**src/rtl/systolic_seq.sv**
```systemverilog
// Job sequencer for an N x N output-stationary systolic MAC array: clears the
// accumulators, schedules the skewed operand injection, flushes and drains results.
module systolic_seq #(
    parameter int N    = 4,
    parameter int KMAX = 16,
    parameter int KW   = $clog2(KMAX + 1),
    parameter int TW   = $clog2(KMAX + 2 * N),
    parameter int RW   = (N > 1) ? $clog2(N) : 1
) (
    input  logic          clk,
    input  logic          rst_n,
    input  logic          start,
    input  logic [KW-1:0] k_len,
    input  logic          op_ready,
    output logic          busy,
    output logic          done,
    output logic          err,
    output logic          array_clr,
    output logic [TW-1:0] feed_t,
    output logic [N-1:0]  lane_valid,
    output logic          res_valid,
    input  logic          res_ready,
    output logic [RW-1:0] res_row
);

    typedef enum logic [2:0] {
        S_IDLE,
        S_CLEAR,
        S_FEED,
        S_FLUSH,
        S_DRAIN,
        S_DONE
    } state_t;

    state_t        state;
    state_t        state_nxt;
    logic [KW-1:0] k_q;
    logic          err_q;
    logic [TW-1:0] feed_t_q;
    logic [RW-1:0] flush_cnt;
    logic [RW-1:0] row_q;

    logic accept;
    logic k_bad;
    logic last_feed;
    logic last_flush;
    logic last_row;
    logic row_hs;

    assign accept     = (state == S_IDLE) && start && op_ready;
    assign k_bad      = (k_len == '0) || (int'(k_len) > KMAX);
    // The skew means lane N-1 injects its last operand at step K+N-2.
    assign last_feed  = (int'(feed_t_q) == int'(k_q) + N - 2);
    assign last_flush = (int'(flush_cnt) == N - 2);
    assign last_row   = (int'(row_q) == N - 1);
    assign row_hs     = (state == S_DRAIN) && res_ready;

    // NOTE: state and counters use non-blocking assignments so every register
    // samples pre-edge values regardless of process evaluation order.
    always_ff @(posedge clk or negedge rst_n) begin
        if (!rst_n) begin
            state <= S_IDLE;
        end else begin
            state <= state_nxt;
        end
    end

    // NOTE: state_nxt gets a default before the case so no path leaves it
    // unassigned, which would otherwise infer a latch.
    always_comb begin
        state_nxt = state;
        unique case (state)
            S_IDLE: begin
                if (accept) state_nxt = k_bad ? S_DONE : S_CLEAR;
            end
            S_CLEAR: state_nxt = S_FEED;
            S_FEED: begin
                if (last_feed) state_nxt = (N == 1) ? S_DRAIN : S_FLUSH;
            end
            S_FLUSH: begin
                if (last_flush) state_nxt = S_DRAIN;
            end
            S_DRAIN: begin
                if (row_hs && last_row) state_nxt = S_DONE;
            end
            S_DONE:  state_nxt = S_IDLE;
            default: state_nxt = S_IDLE;
        endcase
    end

    always_ff @(posedge clk or negedge rst_n) begin
        if (!rst_n) begin
            k_q       <= '0;
            err_q     <= 1'b0;
            feed_t_q  <= '0;
            flush_cnt <= '0;
            row_q     <= '0;
        end else begin
            if (accept) begin
                k_q   <= k_len;
                err_q <= k_bad;
            end

            if (state == S_CLEAR) begin
                feed_t_q <= '0;
            end else if (state == S_FEED && !last_feed) begin
                feed_t_q <= feed_t_q + TW'(1);
            end

            if (state == S_FLUSH) begin
                flush_cnt <= flush_cnt + RW'(1);
            end else begin
                flush_cnt <= '0;
            end

            if (state != S_DRAIN) begin
                row_q <= '0;
            end else if (row_hs && !last_row) begin
                row_q <= row_q + RW'(1);
            end
        end
    end

    always_comb begin
        lane_valid = '0;
        if (state == S_FEED) begin
            for (int i = 0; i < N; i++) begin
                lane_valid[i] = (int'(feed_t_q) >= i) && (int'(feed_t_q) < i + int'(k_q));
            end
        end
    end

    assign busy      = (state != S_IDLE);
    assign done      = (state == S_DONE);
    assign err       = (state == S_DONE) && err_q;
    assign array_clr = (state == S_CLEAR);
    assign feed_t    = feed_t_q;
    assign res_valid = (state == S_DRAIN);
    assign res_row   = (state == S_DRAIN) ? row_q : '0;

endmodule

```
**config.mk**
```make
export PLATFORM = sky130hd
export DESIGN_NAME = systolic_seq
export DESIGN_NICKNAME = d
export VERILOG_FILES = /design/src/rtl/systolic_seq.sv
export SDC_FILE = /design/constraint.sdc
export NUM_CORES = 1
export LEC_CHECK = 0
export BUFFER_PORTS_ARGS = -buffer_cell sky130_fd_sc_hd__clkbuf_2
export CORE_ASPECT_RATIO = 0.7
export CORE_MARGIN = 2
export CORE_UTILIZATION = 35
export CTS_CLUSTER_SIZE = 12
export DETAILED_ROUTE_END_ITERATION = 8
export SETUP_SLACK_MARGIN = 0.05
export SLEW_MARGIN = 30
export SYNTH_ARGS = -nofsm -noshare
export SYNTH_HDL_FRONTEND = slang
export SYNTH_SLANG_ARGS = --single-unit
export TNS_END_PERCENT = 5
```
**constraint.sdc**
```tcl
create_clock -name clk -period 4 [get_ports clk]
set_clock_uncertainty 0.1 [all_clocks]
set_input_delay 0.2 -clock clk [delete_from_list [all_inputs] [get_ports clk]]
set_output_delay 0.2 -clock clk [all_outputs]
set_load 0.01 [all_outputs]
```
==> run summary, run 1 <==
syn avg cell area: 8.96 um^2
Core Box Area: 0.00402 mm^2
most frequent cells in the layout: ha_1 (27), clkbuf_2 (25), nand2_1 (22), dfrtp_1 (18), inv_1 (12)
# IOs: 26
width of the die: 82.4 um
CP delay by family, top: compound AO/OA/AOI/OAI gates
die height: 58.9 um
multi-input logic area: 971 um^2
Final Hold Violating Endpoints: 0
synthesized cell area: 0.00151 mm^2
actual slew at the worst max-slew pin: 0.621 ns
Post-Synthesis Cells: 168
antenna-violating nets left: 0
first-pass GRT wire length: 5.26 mm
Synth Area in Compound Gates: 12.6%
end of the critical path: lane_valid[3]
largest family of logic cells by synthesized area: adder cells
initial antenna violation count: 0
Crit path depth: 9
worst skew pair latency: 0.25 ns
share of cells above drive strength 1: 17.3%
YS warnings: 0
Slew headroom: 58.4%
Switch Pwr: 0.686 mW
Peak supply drop: 0.000321 V
Seq pwr share: 27.9%
Comb pwr share: 63.4%
Initial Utilization: 37.5%
Critical Path Start: k_q[1]$_DFFE_PN0P_
post_cts resized: 0
die area: 0.00485 mm^2
crit-path max cell delay: 0.41 ns
CTS buffer count: 3
GR Overflow Total: 0
main area contributors after synthesis: dfrtp_1 (30%), ha_1 (22%), nand2_1 (5.5%), xnor2_1 (4.1%), mux2i_1 (4.0%)
mux cell area share after synthesis: 4.74%
clock sink count: 18
Int Power: 0.730 mW
R2R setup slack: 1.80 ns
Required @ worst endpoint: 3.70 ns
part of the Yosys area used for sequential elements: 29.9%
Worst R2R Start: k_q[1]$_DFFE_PN0P_
First DRT Iteration DRCs: 76
worst path bufs/invs: 2
Max-cap violations: 0
reg2reg end: feed_t[4]$_DFFE_PN0P_
drt via density: 4.99
TritonRoute pass-1 iters: 4
fmax: 382 MHz
Diodes inserted: 0
leak pwr: 0.879 nW
critical path class: reg -> out
Clock transition at path regs: 0.06 ns
CP most frequent cell: ha_1
setup_tns: 0 ns
CTS Root Cell: clkbuf_8
switching portion of total power: 48.4%
post-synthesis xor/xnor area fraction: 5.24%
simple-gate area share of the yosys netlist: 19.5%
DR WL/cell: 13.3 um
Final Slew Violations: 0
HPWL Detailed: 2.60 mm
Worst path slowest cell: dfrtp_1
clock power share: 8.8%
Vias: 1213
Max FO, Critical Path: 5
CP Cell Sequence: inv_1, ha_1, a21oi_1, xnor2_1, ha_1, o211ai_1, a31oi_1, a211oi_1, clkbuf_2
PortBufs: 25
CTS HTree Levels: 1
leading area contributor after synthesis: dfrtp_1
final period utilization: 65.5%
P&R area growth vs syn: 13.7%
final setup fails: 0
crit end category: output pin
Synth cell types: 39
# fillers: 432
Synth Area in Adders: 22.4%
Synth top area share: 29.9%
drt drc: 0
vias in the first global route: 1067
Global Route Usage Sum: 14.7%
routed wire length: 3.24 mm
clock buffer depth: 2
Reg area: 450 um^2
cell count of the worst reg-to-reg path: 7
unrepaired setup endpoints after global routing: false
Period minus WS final: 2.62 ns
Power Total: 1.42 mW
Rows: 19
syn nets: 205
CTS tree: done
number of synthesized register bits: 18
PD cells: 828 mW/mm^2
GPL Wtd Cong: 0.860
commonest non-fill, non-tap cell in the layout: ha_1
count of nets after finishing: 230
Hold Crit Class: in -> reg
crit path DAT: 2.32 ns
largest net degree at the start of global routing: 19
status: complete, no violations
Worst setup SP type: register
tightest hold or removal path: stages:
cell and delay, ns:
clkbuf_2 0.09, nand2_1 0.04, o21ai_0 0.05
routing by layer:
metal  global-route usage (%)  vias to the layer above  share of wire, %
met3                     3.83                        4               5.4
met2                     19.1                       25                38
met4                     3.57                        0              0.83
met5                        0                        -                 0
met1                     23.5                      548                56
li1                         -                      636                 -
cell type report:
cell class	instances	share of cell area, %
timing repair buffer	26	7.89
multi-input combinational	131	56.7
inverter	13	2.85
sequential	18	26.3
clock buffer	3	2.41
tap	52	3.80
flip-flops by register name (all words and copies together), names as in the netlist:
register / cells
err_q: 1
feed_t: 5
flush_cnt: 2
k_q: 5
row_q: 2
state: 3
synth_stat cells (all sizes together):
library cell	n
xnor2	7
o21ai	10
o22ai	1
mux2	1
nand2b	1
clkbuf	3
buf	3
o32ai	1
nor4	1
or2	1
nand3b	2
o211ai	3
a221oi	1
ha	27
and3	4
or3b	2
clkinv	1
a2111oi	1
dfrtp	18
xor2	2
nor2b	3
a31oi	3
mux2i	6
nand4b	1
a211oi	2
a21oi	4
and2	1
a21o	2
nor3	6
inv	12
nand2	22
nand4	2
nor2	10
nand3	4
through the flow:
stage | worst slack (ns) | util, % | cell area, um^2 | hold WS, ns | std cells
floorplan | 1.90 | - | 1510 | -0.196 | 168
global placement | 1.68 | 41.3 | 1660 | 0.0706 | 239
detailed placement | 1.64 | 41.3 | 1660 | 0.0765 | 239
CTS | 1.35 | 42.6 | 1710 | 0.0690 | 243
global route | 1.17 | 42.6 | 1710 | 0.0808 | 243
finish | 1.38 | 42.6 | 1710 | 0.0686 | 243
timing repair:
| action | 4_1_cts | 5_1_grt |
|---|---|---|
| setup buffers | 0 | 0 |
| hold endpoints to repair | 18 | 0 |
| hold buffers | 1 | 0 |
power by group through the flow:
stage	clock network, mW	registers [mW]	logic [mW]
2_1_floorplan	0	0.358	0.687
3_3_place_gp	0	0.397	0.894
3_5_place_dp	0	0.398	0.901
4_1_cts	0.129	0.395	0.909
5_1_grt	0.138	0.412	1.03
6_report	0.124	0.395	0.898
cells by family after synthesis:
group                    count (synthesis)
AND/OR/NAND/NOR                         60
AO/OA/AOI/OAI                           28
adder cells (fa/ha/maj)                 27
buffers and inverters                   19
flip-flops                              18
XOR/XNOR                                 9
multiplexers                             7
worst min path at each step:
stage	depth (start not counted)	to	start
final	3	k_q[0]$_DFFE_PN0P_	k_len[0]
after global routing	3	k_q[0]$_DFFE_PN0P_	k_len[0]
after CTS	3	k_q[1]$_DFFE_PN0P_	k_len[1]
after detailed placement	1	feed_t[2]$_DFFE_PN0P_	rst_n
after global placement	1	feed_t[4]$_DFFE_PN0P_	rst_n
after floorplan	0	err_q$_DFFE_PN0P_	rst_n
Note: power is estimated with default switching activity, not from simulation.
==> inputs of run 2 (changes only) <==
- clock period: 4 -> 2.2 ns (I/O delays scaled with it)
==> run summary, run 2 (same netlist as run 1, synthesis figures left out) <==
Rows: 19 (unchanged)
routed wire length: 3.55 mm (was 3.24 mm)
Max-cap violations: 0 (unchanged)
crit end category: output pin (unchanged)
Diodes inserted: 0 (unchanged)
Max FO, Critical Path: 4 (was 5)
largest net degree at the start of global routing: 19 (unchanged)
Required @ worst endpoint: 1.99 ns (was 3.70 ns)
HPWL Detailed: 2.77 mm (was 2.60 mm)
Period minus WS final: 2.28 ns
GPL Wtd Cong: 0.777 (was 0.860)
crit-path max cell delay: 0.46 ns (was 0.41 ns)
initial antenna violation count: 0 (unchanged)
Initial Utilization: 37.5% (unchanged)
Slew headroom: 70.5% (was 58.4%)
R2R setup slack: 0.16 ns (was 1.80 ns)
die height: 58.9 um (unchanged)
Core Box Area: 0.00402 mm^2 (unchanged)
CTS tree: done (unchanged)
Setup WS post-layout: -0.0773 ns (was 1.38 ns)
First DRT Iteration DRCs: 72 (was 76)
DR WL/cell: 13.4 um (was 13.3 um)
leak pwr: 0.997 nW (was 0.879 nW)
Final Slew Violations: 0 (unchanged)
CTS HTree Levels: 1 (unchanged)
CTS Root Cell: clkbuf_8 (unchanged)
drt via density: 4.95 (was 4.99)
Int Power: 1.70 mW (was 0.730 mW)
Worst path slowest cell: dfrtp_2 (was dfrtp_1)
actual slew at the worst max-slew pin: 0.443 ns (was 0.621 ns)
GR Overflow Total: 0 (unchanged)
CP Cell Sequence: inv_4, ha_4, ha_1, nor2b_1, o211ai_1, a31oi_1, a211oi_1, buf_2 (was inv_1, ha_1, a21oi_1, xnor2_1, ha_1, o211ai_1, a31oi_1, a211oi_1, clkbuf_2)
Seq pwr share: 20.1% (was 27.9%)
Switch Pwr: 1.43 mW (was 0.686 mW)
clock power share: 8.7% (was 8.8%)
Final Hold Violating Endpoints: 0 (unchanged)
drt drc: 0 (unchanged)
antenna-violating nets left: 0 (unchanged)
Power Total: 3.13 mW (was 1.42 mW)
Clock transition at path regs: 0.07 ns (was 0.06 ns)
fin util: 49.9% (was 42.6%)
PD cells: 1560 mW/mm^2 (was 828 mW/mm^2)
unrepaired setup endpoints after global routing: true (was false)
Global Route Usage Sum: 16.4% (was 14.7%)
crit path DAT: 2.07 ns (was 2.32 ns)
TritonRoute pass-1 iters: 4 (unchanged)
first-pass GRT wire length: 5.94 mm (was 5.26 mm)
Worst setup SP type: register (unchanged)
vias in the first global route: 1201 (was 1067)
Comb pwr share: 71.2% (was 63.4%)
Peak supply drop: 0.000691 V (was 0.000321 V)
width of the die: 82.4 um (unchanged)
share of cells above drive strength 1: 31.5% (was 17.3%)
PortBufs: 25 (unchanged)
clock sink count: 18 (unchanged)
critical path class: reg -> out (unchanged)
clock buffer depth: 2 (unchanged)
die area: 0.00485 mm^2 (unchanged)
CTS buffer count: 3 (unchanged)
worst skew pair latency: 0.26 ns (was 0.25 ns)
most frequent cells in the layout: ha_1 (23), clkbuf_2 (23), nand2_1 (22), buf_4 (16), dfrtp_1 (15) (was ha_1 (27), clkbuf_2 (25), nand2_1 (22), dfrtp_1 (18), inv_1 (12))
# IOs: 26 (unchanged)
Hold Crit Class: in -> reg (unchanged)
P&R area growth vs syn: 33.2% (was 13.7%)
fmax: 439 MHz
Vias: 1311 (was 1213)
status: finished with violations (was complete, no violations)
violated checks: negative setup slack
final period utilization: 104%
count of nets after finishing: 251 (was 230)
final setup fails: 4 (was 0)
switching portion of total power: 45.8% (was 48.4%)
run 2: changes by cell type in the layout (fill, tap and decap cells not counted), sizes merged:
cell,delta
buf,+19
dlygate4sd3,+4
clkbuf,-1
run 2: stage by stage:
| step | worst slack [ns] | TNS (ns) | hold slack [ns] | area, um^2 | std cells |
|---|---|---|---|---|---|
| 2_1_floorplan | 0.188 | 0 | -0.286 | 1510 | 168 |
| 3_3_place_gp | 0.0895 | 0 | -0.0210 | 1770 | 254 |
| 3_5_place_dp | 0.0399 | 0 | -0.0194 | 1770 | 254 |
| 4_1_cts | -0.0858 | -0.298 | 0.00566 | 1980 | 265 |
| 5_1_grt | -0.222 | -0.741 | 0.0177 | 2010 | 265 |
| 6_report | -0.0773 | -0.237 | 0.00997 | 2010 | 265 |
run 2: final timing paths:
check	from	to	cells after the start
setup / recovery	k_q[1]$_DFFE_PN0P_	lane_valid[3]	8
hold / removal	k_len[4]	k_q[4]$_DFFE_PN0P_	3
setup reg to reg	k_q[2]$_DFFE_PN0P_	state[2]$_DFFE_PN0P_	7
hold reg to reg	flush_cnt[0]$_DFF_PN0_	flush_cnt[0]$_DFF_PN0_	1
max in group asynchronous	rst_n	k_q[1]$_DFFE_PN0P_	2
min in group asynchronous	rst_n	feed_t[4]$_DFFE_PN0P_	2
run 2: final cells by class:
cell class	count	area [um^2]
clock buffer	4	55.1
fill	381	2010
sequential	18	454
timing repair buffer	47	307
inverter	13	51.3
tap	52	65.1
multi-input combinational	131	1070
run 2: critical path, delay by kind of cell (launching register included):
kind            cells  cell delay, ns
simple gates        1            0.13
buf+inv             2            0.27
flops               1            0.46
compound gates      3            0.49
fa+ha+maj           2            0.47
run 2: layer usage:
| metal | up-vias | routed length [um] | GRT usage [%] |
|---|---|---|---|
| li1 | 676 | - | - |
| met1 | 605 | 1920 | 25.4 |
| met2 | 26 | 1420 | 23.0 |
| met3 | 4 | 182 | 4.14 |
| met4 | 0 | 25 | 2.86 |
| met5 | - | 0 | 0 |
run 2: what timing repair did:
item                                   CTS  global route
pin swaps                               12             6
resized for setup                       18             8
endpoints found under the hold margin   22             0
buffers inserted                         2             0
hold buffers                             5             0
setup endpoints to repair                4             5
run 2: power by group through the flow:
stage | combinational, mW | clock [mW] | sequential (mW)
floorplan | 1.25 | 0 | 0.650
global placement | 1.94 | 0 | 0.604
global route | 2.50 | 0.296 | 0.654
CTS | 2.15 | 0.283 | 0.626
finish | 2.23 | 0.274 | 0.630
detailed placement | 1.95 | 0 | 0.606
